===== config.mk =====
export PLATFORM = sky130hd
export DESIGN_NAME = ifid_hazard_ctrl_flat
export DESIGN_NICKNAME = d
export VERILOG_FILES = /design/src/rtl/ifid_hazard_ctrl_if.sv /design/src/rtl/ifid_hazard_ctrl.sv /design/src/flat_wrapper.sv
export SDC_FILE = /design/constraint.sdc
export NUM_CORES = 1
export LEC_CHECK = 0
export ABC_AREA = 1
export ABC_CLOCK_PERIOD_IN_PS = 2020
export BUFFER_PORTS_ARGS = -buffer_cell sky130_fd_sc_hd__buf_2
export CORE_ASPECT_RATIO = 0.75
export CORE_UTILIZATION = 53
export CTS_CLUSTER_SIZE = 25
export DETAILED_ROUTE_END_ITERATION = 6
export GPL_ROUTABILITY_DRIVEN = 0
export PLACE_DENSITY_LB_ADDON = 0.05
export SYNTH_ARGS = -nofsm -noshare
export SYNTH_HDL_FRONTEND = slang
export SYNTH_SLANG_ARGS = --single-unit

===== constraint.sdc =====
create_clock -name clk -period 2.02 [get_ports clk]
set_input_delay 0.202 -clock clk [delete_from_list [all_inputs] [get_ports clk]]
set_output_delay 0.202 -clock clk [all_outputs]
set_load 0.005 [all_outputs]

===== src/rtl/ifid_hazard_ctrl_if.sv =====
// Control-plane bundle between the fetch/decode pipeline and its hazard controller.
// The pipeline side drives hazard inputs; the controller drives enables and status.
interface ifid_hazard_ctrl_if #(
    parameter int REG_ADDR_WIDTH = 5,
    parameter int CNT_WIDTH      = 16
);
    logic                      IDEX_MemRead;
    logic [REG_ADDR_WIDTH-1:0] IDEX_Rt;
    logic [REG_ADDR_WIDTH-1:0] IFID_Rs;
    logic [REG_ADDR_WIDTH-1:0] IFID_Rt;
    logic                      Branch_taken;
    logic                      Jump;
    logic                      imem_ready;

    logic                      PCWrite;
    logic                      Write_IFID;
    logic                      Flush_IFID;
    logic                      Bubble_IDEX;
    logic                      timeout_err;
    logic [CNT_WIDTH-1:0]      stall_cnt;
    logic [CNT_WIDTH-1:0]      flush_cnt;

    modport master (
        output IDEX_MemRead, IDEX_Rt, IFID_Rs, IFID_Rt, Branch_taken, Jump, imem_ready,
        input  PCWrite, Write_IFID, Flush_IFID, Bubble_IDEX, timeout_err, stall_cnt, flush_cnt
    );

    modport slave (
        input  IDEX_MemRead, IDEX_Rt, IFID_Rs, IFID_Rt, Branch_taken, Jump, imem_ready,
        output PCWrite, Write_IFID, Flush_IFID, Bubble_IDEX, timeout_err, stall_cnt, flush_cnt
    );
endinterface


===== src/rtl/ifid_hazard_ctrl.sv =====
// IF/ID + PC sequencing: load-use stall, branch/jump flush, imem wait with watchdog, perf counters.
// Latency: control outputs are combinational (same cycle); state/counters update on negedge clk.
// Backpressure: imem not ready or load-use holds PC and IF/ID and injects an ID/EX bubble.
module ifid_hazard_ctrl #(
    parameter int REG_ADDR_WIDTH = 5,
    parameter int CNT_WIDTH      = 16,
    parameter int MAX_WAIT       = 15
) (
    input  logic               clk,
    input  logic               rst,
    ifid_hazard_ctrl_if.slave  hz
);
    localparam int WCNT_W = $clog2(MAX_WAIT + 1);

    typedef enum logic [1:0] {
        RUN   = 2'd0,
        WAIT  = 2'd1,
        ERROR = 2'd2
    } state_t;

    state_t               state_q, state_d;
    logic [WCNT_W-1:0]    wcnt_q, wcnt_d;
    logic                 err_q;
    logic                 err_set;
    logic [CNT_WIDTH-1:0] stall_q;
    logic [CNT_WIDTH-1:0] flush_q;
    logic                 stall_inc;
    logic                 flush_inc;

    logic [REG_ADDR_WIDTH-1:0] ex_rt;
    logic [REG_ADDR_WIDTH-1:0] id_rs;
    logic [REG_ADDR_WIDTH-1:0] id_rt;
    logic                      flush;
    logic                      lu;

    logic pc_we, ifid_we, ifid_fl, idex_bub;

    assign ex_rt = hz.IDEX_Rt;
    assign id_rs = hz.IFID_Rs;
    assign id_rt = hz.IFID_Rt;

    assign flush = hz.Branch_taken | hz.Jump;
    // r0 is hardwired zero, so a load targeting it never creates a real dependency
    assign lu    = hz.IDEX_MemRead && (ex_rt != '0) && ((ex_rt == id_rs) || (ex_rt == id_rt));

    always_comb begin
        pc_we     = 1'b0;
        ifid_we   = 1'b0;
        ifid_fl   = 1'b0;
        idex_bub  = 1'b0;
        state_d   = state_q;
        wcnt_d    = wcnt_q;
        err_set   = 1'b0;
        stall_inc = 1'b0;
        flush_inc = 1'b0;

        if (rst) begin
            case (state_q)
                ERROR: begin
                    idex_bub = 1'b1;
                end
                default: begin
                    if (flush) begin
                        // redirect wins even over a missing fetch; the new fetch is judged next cycle
                        pc_we     = 1'b1;
                        ifid_fl   = 1'b1;
                        idex_bub  = 1'b1;
                        flush_inc = 1'b1;
                        wcnt_d    = '0;
                        state_d   = RUN;
                    end else if (!hz.imem_ready) begin
                        idex_bub  = 1'b1;
                        stall_inc = 1'b1;
                        wcnt_d    = wcnt_q + 1'b1;
                        if (wcnt_q == WCNT_W'(MAX_WAIT - 1)) begin
                            state_d = ERROR;
                            err_set = 1'b1;
                        end else begin
                            state_d = WAIT;
                        end
                    end else if (lu) begin
                        idex_bub  = 1'b1;
                        stall_inc = 1'b1;
                        wcnt_d    = '0;
                        state_d   = RUN;
                    end else begin
                        pc_we   = 1'b1;
                        ifid_we = 1'b1;
                        wcnt_d  = '0;
                        state_d = RUN;
                    end
                end
            endcase
        end
    end

    always_ff @(negedge clk or negedge rst) begin
        if (!rst) begin
            state_q <= RUN;
            wcnt_q  <= '0;
            err_q   <= 1'b0;
            stall_q <= '0;
            flush_q <= '0;
        end else begin
            state_q <= state_d;
            wcnt_q  <= wcnt_d;
            if (err_set) begin
                err_q <= 1'b1;
            end
            if (stall_inc && (stall_q != '1)) begin
                stall_q <= stall_q + 1'b1;
            end
            if (flush_inc && (flush_q != '1)) begin
                flush_q <= flush_q + 1'b1;
            end
        end
    end

    assign hz.PCWrite     = pc_we;
    assign hz.Write_IFID  = ifid_we;
    assign hz.Flush_IFID  = ifid_fl;
    assign hz.Bubble_IDEX = idex_bub;
    assign hz.timeout_err = err_q;
    assign hz.stall_cnt   = stall_q;
    assign hz.flush_cnt   = flush_q;
endmodule

===== src/flat_wrapper.sv =====
// flat-port wrapper written by rule: the top's interface ports become plain ports
module ifid_hazard_ctrl_flat 
#(
    parameter int REG_ADDR_WIDTH = 5,
    parameter int CNT_WIDTH      = 16,
    parameter int MAX_WAIT       = 15
)
  (clk, rst, hz_IDEX_MemRead, hz_IDEX_Rt, hz_IFID_Rs, hz_IFID_Rt, hz_Branch_taken, hz_Jump, hz_imem_ready, hz_PCWrite, hz_Write_IFID, hz_Flush_IFID, hz_Bubble_IDEX, hz_timeout_err, hz_stall_cnt, hz_flush_cnt);
  ifid_hazard_ctrl_if #(.REG_ADDR_WIDTH(REG_ADDR_WIDTH), .CNT_WIDTH(CNT_WIDTH)) hz_i ();
  input  logic clk;
  input  logic rst;
  input wire logic [$bits(hz_i.IDEX_MemRead)-1:0] hz_IDEX_MemRead;
  input wire logic [$bits(hz_i.IDEX_Rt)-1:0] hz_IDEX_Rt;
  input wire logic [$bits(hz_i.IFID_Rs)-1:0] hz_IFID_Rs;
  input wire logic [$bits(hz_i.IFID_Rt)-1:0] hz_IFID_Rt;
  input wire logic [$bits(hz_i.Branch_taken)-1:0] hz_Branch_taken;
  input wire logic [$bits(hz_i.Jump)-1:0] hz_Jump;
  input wire logic [$bits(hz_i.imem_ready)-1:0] hz_imem_ready;
  output wire logic [$bits(hz_i.PCWrite)-1:0] hz_PCWrite;
  output wire logic [$bits(hz_i.Write_IFID)-1:0] hz_Write_IFID;
  output wire logic [$bits(hz_i.Flush_IFID)-1:0] hz_Flush_IFID;
  output wire logic [$bits(hz_i.Bubble_IDEX)-1:0] hz_Bubble_IDEX;
  output wire logic [$bits(hz_i.timeout_err)-1:0] hz_timeout_err;
  output wire logic [$bits(hz_i.stall_cnt)-1:0] hz_stall_cnt;
  output wire logic [$bits(hz_i.flush_cnt)-1:0] hz_flush_cnt;
  assign hz_i.IDEX_MemRead = hz_IDEX_MemRead;
  assign hz_i.IDEX_Rt = hz_IDEX_Rt;
  assign hz_i.IFID_Rs = hz_IFID_Rs;
  assign hz_i.IFID_Rt = hz_IFID_Rt;
  assign hz_i.Branch_taken = hz_Branch_taken;
  assign hz_i.Jump = hz_Jump;
  assign hz_i.imem_ready = hz_imem_ready;
  assign hz_PCWrite = hz_i.PCWrite;
  assign hz_Write_IFID = hz_i.Write_IFID;
  assign hz_Flush_IFID = hz_i.Flush_IFID;
  assign hz_Bubble_IDEX = hz_i.Bubble_IDEX;
  assign hz_timeout_err = hz_i.timeout_err;
  assign hz_stall_cnt = hz_i.stall_cnt;
  assign hz_flush_cnt = hz_i.flush_cnt;
  ifid_hazard_ctrl #(.REG_ADDR_WIDTH(REG_ADDR_WIDTH), .CNT_WIDTH(CNT_WIDTH), .MAX_WAIT(MAX_WAIT)) u_core (.clk(clk), .rst(rst), .hz(hz_i));
endmodule

==> results by group <==
Status
  • Status: finished, violations left
  • Failing checks: negative setup slack

Power
  • Pwr Density: 606 nW/um^2
  • Leak: 1.96 nW
  • Tot Pwr: around 2.2 mW
  • Max IR drop VDD: 0.519 mV

Worst setup path
  • Reg-to-reg endpoint: u_core.hz.flush_cnt[12]
  • Reg2Reg Setup Slack: 0.01 ns
  • Worst Path Max Fanout: 2
  • RR Startpoint: u_core.hz.flush_cnt[0]
  • Crit end category: output port
  • FF-to-FF path depth: 7
  • Worst EP arrival: 2.30 ns
  • Required time worst endpoint: 1.82 ns
  • CP Launch Type: register
  • Setup Crit Path Kind: reg -> out

Timing
  • Final worst setup slack: -0.480 ns
  • Final Hold Viols: 0
  • RSZ-0062 raised after global routing: true
  • Slew Limit Fails: 0
  • Final Setup Violations: 42
  • Relative slew slack: 65.7%
  • Fin Hold WS: 0.417 ns
  • Worst Clk Skew: 0.00536 ns
  • Worst slew pin tran: a little over 0.5 ns

Placement
  • Dpl cell area: around 3000 um^2
  • I/O Buffers: between 50 and 60
  • Setup WS pre-CTS: -0.518 ns
  • Hpwl dp: 3.96 mm

Logic synthesis
  • Commonest cells in the synthesized netlist: nand2_1, dfrtn_1, nor2_1, inv_1, nand4_1
  • Unique masters post-synth: 29
  • Mapped Cells: 299
  • Number of synthesized flops with an enable pin: 0
  • Synthesized Nets: 324
  • Ys async rst share: 100%
  • Post-synthesis sequential area ratio: 41.0%
  • Largest cells by area after synthesis: dfrtn_1, nand2_1, xnor2_1
  • Primary FF master, synth: dfrtn_1
  • #FFs+latches synth: 39
  • Avg Synthesized Cell Area: 7.96 um^2
  • Top-count cell post-synth: nand2_1
  • Synth top area share: 41.0%
  • Synth area leader: dfrtn_1
  • Syn Std Cell Area: 2380 um^2
  • Ys Warns: 0

Finish
  • Post-layout nets: between 400 and 500
  • Antenna Cells: 0
  • Fill cells: 206
  • Area Overhead vs Synth: 53.1%
  • Share of layout cells above drive strength 1: 45.6%
  • Util after Layout: 87.2%
  • Final non-filler cell area: 3640 um^2

Die
  • Effective utilization at floorplan: 57.0%
  • # rows: 20
  • Die width: 79.4 um
  • Die height: 60.0 um
  • Core Area: 4180 um^2
  • Num ports: 58
  • Die area: 4770 um^2

Clock network
  • Max Root-Sink Buffers: 2
  • Clock slew at reported path FFs: ~0.05 ns
  • Max H-tree Level: 2
  • CTS tree: built
  • Root Buffer: clkbuf_8
  • Clk Latency, worst-skew pair: 0.29 ns
  • Total CTS buffers: 5
  • Sink Count: 39

Detailed routing
  • Avg WL per Cell: 14.0 um
  • # DRC: 0
  • Remaining antenna violation count after routing: 0
  • Iter 0 DRT Violations: 220
  • Final WL: roughly 6.7 mm
  • Vias per cell: just over 5
  • DR vias: between 2000 and 2500
  • Drt pass-1 iters: 4

GRT
  • Initial antenna violation count: 0
  • GRT Overall Usage: 28.4%
  • First-pass GRT wire length: approximately 10 mm
  • Vias in the first global route: ~2300
  • Largest net degree at the start of global routing: 41
  • GRT overflow: 0

Worst hold path
  • Hold_sp: u_core.hz.timeout_err
  • Hold worst-path end: u_core.hz.timeout_err
  • Hold depth: 2
  • Hold Path Class: reg -> reg

Run
  • Max-Cap Viols: 0
==> routing by layer <==
layer	vias to the layer above	global-route usage [%]	wire [um]	part of all wire (%)
met3	2	6.41	402	6.0
li1	1213	-	-	-
met2	90	48.4	3420	51
met5	-	0	0	0
met1	1140	37.8	2870	43
met4	0	4.94	20	0.30
==> critical path, stage by stage, from the launching register on <==
cell     delay, ns
dfrtn_1       0.41
inv_2         0.05
nor2_4        0.17
nor2_8        0.05
inv_4         0.07
buf_6         0.10
nor2_4        0.03
buf_2         0.12
==> sequential cells by signal (all words and copies together) (netlist names) <==
register               flops
u_core.hz.timeout_err      1
u_core.hz.stall_cnt       16
u_core.hz.flush_cnt       16
u_core.wcnt_q              4
u_core.state_q             2
==> power breakdown <==
part	leakage (nW)	total (mW)	switching, mW	internal [mW]
Clock	0.0470	0.535	0.267	0.268
Combinational	1.39	0.749	0.369	0.380
Sequential	0.520	0.926	0.0454	0.880
Total	1.96	2.21	0.681	1.53
==> repair_timing <==
item,CTS,global route
setup buffers,32,11
gates resized for setup,30,54
endpoints found under the hold margin,0,0
pin swaps,13,34
endpoints found under the setup margin,65,67
gates cloned,1,0
hold buffers,0,0
==> cell type report <==
class,instances,area [um^2],share of cell area [%]
flip-flops and latches,39,976,26.8
multi-input cells,220,1420,39.0
clock buffers,6,82.6,2.27
well taps,55,68.8,1.89
clock inverters,1,5.00,0.137
inverters,35,171,4.70
repair buffers,122,920,25.2
==> kinds of logic (layout without fill, tap and decap cells) <==
group                      after synthesis  count (layout)  synth area share (%)
adders and majority gates                4               4                  2.10
and+or+nand+nor                        174             175                  35.3
AOI/OAI and AO/OA                        9               9                  2.52
DFF                                     39              39                  41.0
buffers and inverters                   41             164                  7.30
xor gates and xnor gates                32              32                  11.8
==> stage by stage <==
stage                     TNS (ns)  std cells
final                        -3.14        478
after global routing         -6.06        478
after CTS                    -3.90        469
after detailed placement    -14.82        430
after global placement      -14.11        430
after floorplan              -3.55        299
==> worst max-delay path by stage <==
| stage | start | end | slack, ns | cells after the start |
|---|---|---|---|---|
| detailed placement | rst | u_core.hz.flush_cnt[13] | -0.52 | 10 |
| floorplan | rst | u_core.hz.flush_cnt[8] | -0.20 | 9 |
| global placement | rst | u_core.hz.flush_cnt[12] | -0.47 | 10 |
| finish | u_core.state_q[1] | hz_PCWrite | -0.48 | 7 |
| global route | u_core.state_q[1] | hz_PCWrite | -0.51 | 7 |
| CTS | u_core.state_q[1] | hz_Bubble_IDEX | -0.48 | 7 |
==> layout by cell type (no fill, tap or decap), drive strengths merged <==
master,Yosys,routed
buf,6,122
nand2,92,92
dfrtn,39,39
inv,34,35
nor2,33,33
nand4,23,24
xnor2,17,17
xor2,15,15
nand3,13,13
nor3,10,10
clkbuf,0,6
o21ai,5,5
ha,4,4
o22ai,3,3
nand3b,2,2
a21oi,1,1
and3b,1,1
clkinv,1,1
No activity file was read; power rests on OpenSTA's default activity.
